## config.mk

```make
export PLATFORM = sky130hd
export DESIGN_NAME = seq_divider
export DESIGN_NICKNAME = d
export VERILOG_FILES = /design/src/rtl/seq_divider.sv
export SDC_FILE = /design/constraint.sdc
export NUM_CORES = 1
export LEC_CHECK = 0
export BUFFER_PORTS_ARGS = -buffer_cell sky130_fd_sc_hd__buf_4
export CAP_MARGIN = 20
export CORE_MARGIN = 1
export CORE_UTILIZATION = 50
export CTS_CLUSTER_SIZE = 12
export DETAILED_ROUTE_END_ITERATION = 10
export MAX_ROUTING_LAYER = met4
export PLACE_DENSITY = 0.75
export SLEW_MARGIN = 20
export SYNTH_ARGS = -nofsm -noshare
export SYNTH_HDL_FRONTEND = slang
export SYNTH_SLANG_ARGS = --single-unit
```

## constraint.sdc

```tcl
create_clock -name clk -period 1.77 [get_ports clk]
set_input_delay 0.354 -clock clk [delete_from_list [all_inputs] [get_ports clk]]
set_output_delay 0.354 -clock clk [all_outputs]
set_load 0.01 [all_outputs]
```

## src/rtl/seq_divider.sv

```systemverilog
// Sequential unsigned restoring divider: one quotient bit per clock, start/busy/done handshake.
// Results satisfy dividend = quotient*divisor + remainder for any non-zero divisor.
module seq_divider #(
  parameter int DIVIDEND_W = 16,
  parameter int DIVISOR_W  = 8
) (
  input  logic                  clk,
  input  logic                  rst_n,
  input  logic                  start,
  input  logic [DIVIDEND_W-1:0] dividend,
  input  logic [DIVISOR_W-1:0]  divisor,
  output logic                  busy,
  output logic                  done,
  output logic [DIVIDEND_W-1:0] quotient,
  output logic [DIVISOR_W-1:0]  remainder,
  output logic                  div_by_zero,
  output logic [1:0]            dbg_state_o
);

  localparam int CNT_W = $clog2(DIVIDEND_W);

  typedef enum logic [1:0] {
    S_IDLE = 2'd0,
    S_RUN  = 2'd1,
    S_DONE = 2'd2
  } state_t;

  // Handshake: start is accepted on a rising edge while busy=0 (IDLE or DONE);
  // done is a one-cycle pulse and the result outputs are valid in that cycle
  // and held until the next completion.
  state_t                 state_q, state_d;
  logic [CNT_W-1:0]       cnt_q, cnt_d;
  logic [DIVIDEND_W-1:0]  work_q, work_d;
  logic [DIVISOR_W-1:0]   dvsr_q, dvsr_d;
  logic [DIVISOR_W-1:0]   prem_q, prem_d;
  logic [DIVIDEND_W-1:0]  quot_q, quot_d;
  logic [DIVISOR_W-1:0]   rem_q, rem_d;
  logic                   dbz_q, dbz_d;

  logic [DIVISOR_W:0]     shifted;
  logic [DIVISOR_W-1:0]   diff;
  logic                   qbit;

  always_ff @(posedge clk or negedge rst_n) begin
    if (!rst_n) begin
      state_q <= S_IDLE;
      cnt_q   <= '0;
      work_q  <= '0;
      dvsr_q  <= '0;
      prem_q  <= '0;
      quot_q  <= '0;
      rem_q   <= '0;
      dbz_q   <= 1'b0;
    end else begin
      state_q <= state_d;
      cnt_q   <= cnt_d;
      work_q  <= work_d;
      dvsr_q  <= dvsr_d;
      prem_q  <= prem_d;
      quot_q  <= quot_d;
      rem_q   <= rem_d;
      dbz_q   <= dbz_d;
    end
  end

  always_comb begin
    state_d = state_q;
    cnt_d   = cnt_q;
    work_d  = work_q;
    dvsr_d  = dvsr_q;
    prem_d  = prem_q;
    quot_d  = quot_q;
    rem_d   = rem_q;
    dbz_d   = dbz_q;

    // The dividend register shifts its MSB into the partial remainder while
    // quotient bits enter at its LSB, so after DIVIDEND_W steps it holds the quotient.
    shifted = {prem_q, work_q[DIVIDEND_W-1]};
    qbit    = (shifted >= {1'b0, dvsr_q});
    diff    = DIVISOR_W'(shifted - {1'b0, dvsr_q});

    case (state_q)
      S_RUN: begin
        if (dvsr_q == '0) begin
          quot_d  = '1;
          rem_d   = '0;
          dbz_d   = 1'b1;
          state_d = S_DONE;
        end else begin
          prem_d = qbit ? diff : shifted[DIVISOR_W-1:0];
          work_d = {work_q[DIVIDEND_W-2:0], qbit};
          cnt_d  = cnt_q - CNT_W'(1);
          if (cnt_q == '0) begin
            quot_d  = work_d;
            rem_d   = prem_d;
            state_d = S_DONE;
          end
        end
      end
      S_DONE: begin
        state_d = S_IDLE;
      end
      default: begin
        state_d = S_IDLE;
      end
    endcase

    // IDLE and DONE both accept a new request; DONE acceptance gives back-to-back ops.
    if (state_q != S_RUN && start) begin
      work_d  = dividend;
      dvsr_d  = divisor;
      prem_d  = '0;
      cnt_d   = CNT_W'(DIVIDEND_W - 1);
      dbz_d   = 1'b0;
      state_d = S_RUN;
    end
  end

  assign busy        = (state_q == S_RUN);
  assign done        = (state_q == S_DONE);
  assign quotient    = quot_q;
  assign remainder   = rem_q;
  assign div_by_zero = dbz_q;
  assign dbg_state_o = state_q;

endmodule
```

==> results.sh <==
export IMPL_die_h_um=81.3
export IMPL_use_met1=0.375
export IMPL_vdd_ir_drop_max_v=0.00127
export IMPL_synth_area_leaders="dfrtp_1 50%, nand2_1 6.8%, o22a_1 4.2%, a22oi_1 3.6%, ha_1 3.6%"
export IMPL_wire_per_inst_um=20.5
export IMPL_grt_max_degree=47
export IMPL_vias=3062
export IMPL_num_antenna_cells=0
export IMPL_ys_ff_latch=63
export IMPL_grt_antenna_before_repair=0
export IMPL_syn_inst=306
export IMPL_r2r_start="dvsr_q[1]"
export IMPL_hold_buffers=0
export IMPL_grt_overflow=0
export IMPL_hold_viol_final=0
export IMPL_grt_pass1_wl_um=13800
export IMPL_power_leakage_nw=2.21
export IMPL_rows=28
export IMPL_use_met2=0.457
export IMPL_start_util=0.525
export IMPL_syn_num_nets=343
export IMPL_die_width_um=81.3
export IMPL_drc=0
export IMPL_area_growth_syn_to_layout_pct=56.4
export IMPL_path_max_fanout=3
export IMPL_hold_ws_ns=0.00669
export IMPL_finalCritPeriodShare=1.20
export IMPL_final_common_cell="buf_4"
export IMPL_synth_edf_count=0
export IMPL_path_clk_slew_ns=0.08
export IMPL_dp_hpwl_um=5760
export IMPL_fill_cells=340
export IMPL_skew_ns=0.0116
export IMPL_ys_flop_type="dfrtp_1"
export IMPL_rsz0062_at_grt="yes"
export IMPL_status="finished with violations"
export IMPL_placed_cells=463
export IMPL_nets=472
export IMPL_clk_path_buf_depth=2
export IMPL_startpoint_type="flip-flop"
export IMPL_busiest_layer="met2"
export IMPL_finalSetupViolCount=46
export IMPL_grt_use_total=0.292
export IMPL_met3_usage=0.0584
export IMPL_dpl_cell_area_mm2=0.00399
export IMPL_drt_initial_drc_count=223
export IMPL_cts_root_buffer="clkbuf_8"
export IMPL_coreArea_mm2=0.00599
export IMPL_critPathCaptureType="flip-flop"
export IMPL_drive_gt1_frac=0.524
export IMPL_fin_crit_ns=2.12
export IMPL_cap_viol_max_count=0
export IMPL_wirelength_um=10600
export IMPL_tightest_slew_ns=0.583
export IMPL_clock_sinks=63
export IMPL_yosysWarnings=0
export IMPL_grt_pass1_vias=2809
export IMPL_r2r_end="remainder[6]"
export IMPL_place_congestion=0.883
export IMPL_failed_checks="setup timing"
export IMPL_syn_area_mm2=0.00315
export IMPL_async_flop_share=1.00
export IMPL_dieArea_mm2=0.00662
export IMPL_numCtsBuffers=9
export IMPL_power_density_mw_per_mm2=2540
export IMPL_ys_types=53
export IMPL_fmax_mhz=472
export IMPL_reg2regPathDepth=9
export IMPL_fin_area_mm2=0.00492
export IMPL_avgViaCountPerCell=5.96
export IMPL_final_cell_mix="111 x buf_4, 62 x dfrtp_1, 35 x nand2_1"
export IMPL_finalMaxSlewViolations=0
export IMPL_synth_avg_cell_area_um2=10.3
export IMPL_instances_no_fill=514
export IMPL_slew_headroom=0.611
export IMPL_io_pins=56
export IMPL_synth_area_leader_cell="dfrtp_1"
export IMPL_io_buffers=55
export IMPL_htreeDepth=3
export IMPL_ant_nets=0
export IMPL_arrival_ns=2.38
export IMPL_hold_path_class="in2async"
export IMPL_ys_seq_area_frac=0.501
export IMPL_pre_cts_ws_ns=-0.241
export IMPL_tritoncts="done"
export IMPL_drt_first_pass_iters=4
export IMPL_clock_latency_ns=0.35
export IMPL_synth_top_area_frac=0.501
export IMPL_criticalPathCategory="reg2reg"
export IMPL_tns_ns=-4.36
export IMPL_fin_ws_ns=-0.351
export IMPL_rrSetupSlack_ns=-0.35
export IMPL_cp_data_required_time_ns=2.03
[area by class of cell]
type                            instances  area (um2)  area share
Timing Repair Buffer                  133        1170       0.237
Clock inverter                          3        65.1      0.0132
Sequential cell                        63        1580       0.320
Clock buffer                           12         165      0.0335
Multi-Input combinational cell        212        1790       0.364
Tap cell                               75        93.8      0.0191
Inverter                               16        62.6      0.0127
[metrics by stage]
stage	util	power (mW)
after global placement	0.666	8.08
after global routing	0.822	13.2
after detailed placement	0.666	8.25
final	0.822	12.5
after floorplan	-	6.15
after CTS	0.729	10.3
[worst max-delay path by stage]
stage                    start  slack, ns  depth (start not counted)      endpoint
floorplan            dvsr_q[0]      -0.10                          8  remainder[6]
global route         dvsr_q[1]      -0.42                          9  remainder[6]
global placement    work_q[15]      -0.16                          9  remainder[6]
finish               dvsr_q[1]      -0.35                          9  remainder[6]
CTS                 work_q[15]      -0.22                          9  remainder[4]
detailed placement  work_q[15]      -0.24                          9  remainder[6]
[registers in the layout, summed over array words and instances (netlist names)]
register	cells
cnt_q	4
div_by_zero	1
remainder	8
dbg_state_o	2
prem_q	8
work_q	16
quotient	16
dvsr_q	8
[critical path, cell delays in order, from the launching register on]
cell	delay (ns)
dfrtp_1	0.41
inv_2	0.11
buf_4	0.13
fa_2	0.24
a211oi_4	0.08
buf_4	0.14
or4b_4	0.53
o2111ai_2	0.10
o21ai_2	0.11
o221ai_2	0.19
[synthesized netlist by cell type (7+ instances only)]
cell type and instances:
inv_1 15, a21oi_1 7, nand4_1 7, a22oi_1 15, nand3_1 9, dfrtp_1 63, o22a_1 15, nand2_1 57
o21ai_0 14, nor2_1 7, ha_1 9
[cell families (layout without fill, tap and decap cells)]
kind of cell / after synthesis / in the layout / synth area share
AND/OR/NAND/NOR: 106 / 106 / 0.169
AO/OA/AOI/OAI: 90 / 91 / 0.225
flip-flops: 63 / 63 / 0.501
buffers and inverters: 32 / 164 / 0.0489
adder cells (fa/ha/maj): 10 / 10 / 0.0421
XOR/XNOR: 5 / 5 / 0.0139
[what timing repair did]
action,CTS,global route
resized for setup,13,71
pin swaps,13,45
gates cloned,0,5
setup endpoints to repair,32,42
hold endpoints to repair,0,0
setup buffers,13,23
[layer usage]
metal  up-vias  wire (um)  part of all wire
li1       1368          -                 -
met1      1514       4280              0.41
met2       147       5210              0.49
met3        33        733             0.069
met4         0        335             0.032
met5         -          0                 0
[where the power goes]
part / internal, mW / switching, mW / leakage, nW / total, mW
registers: 2.14 / 0.606 / 0.726 / 2.74
clock network: 0.899 / 0.589 / 0.118 / 1.49
logic: 4.21 / 4.06 / 1.36 / 8.26
total: 7.24 / 5.25 / 2.21 / 12.5
(Power assumes the default switching activity.)
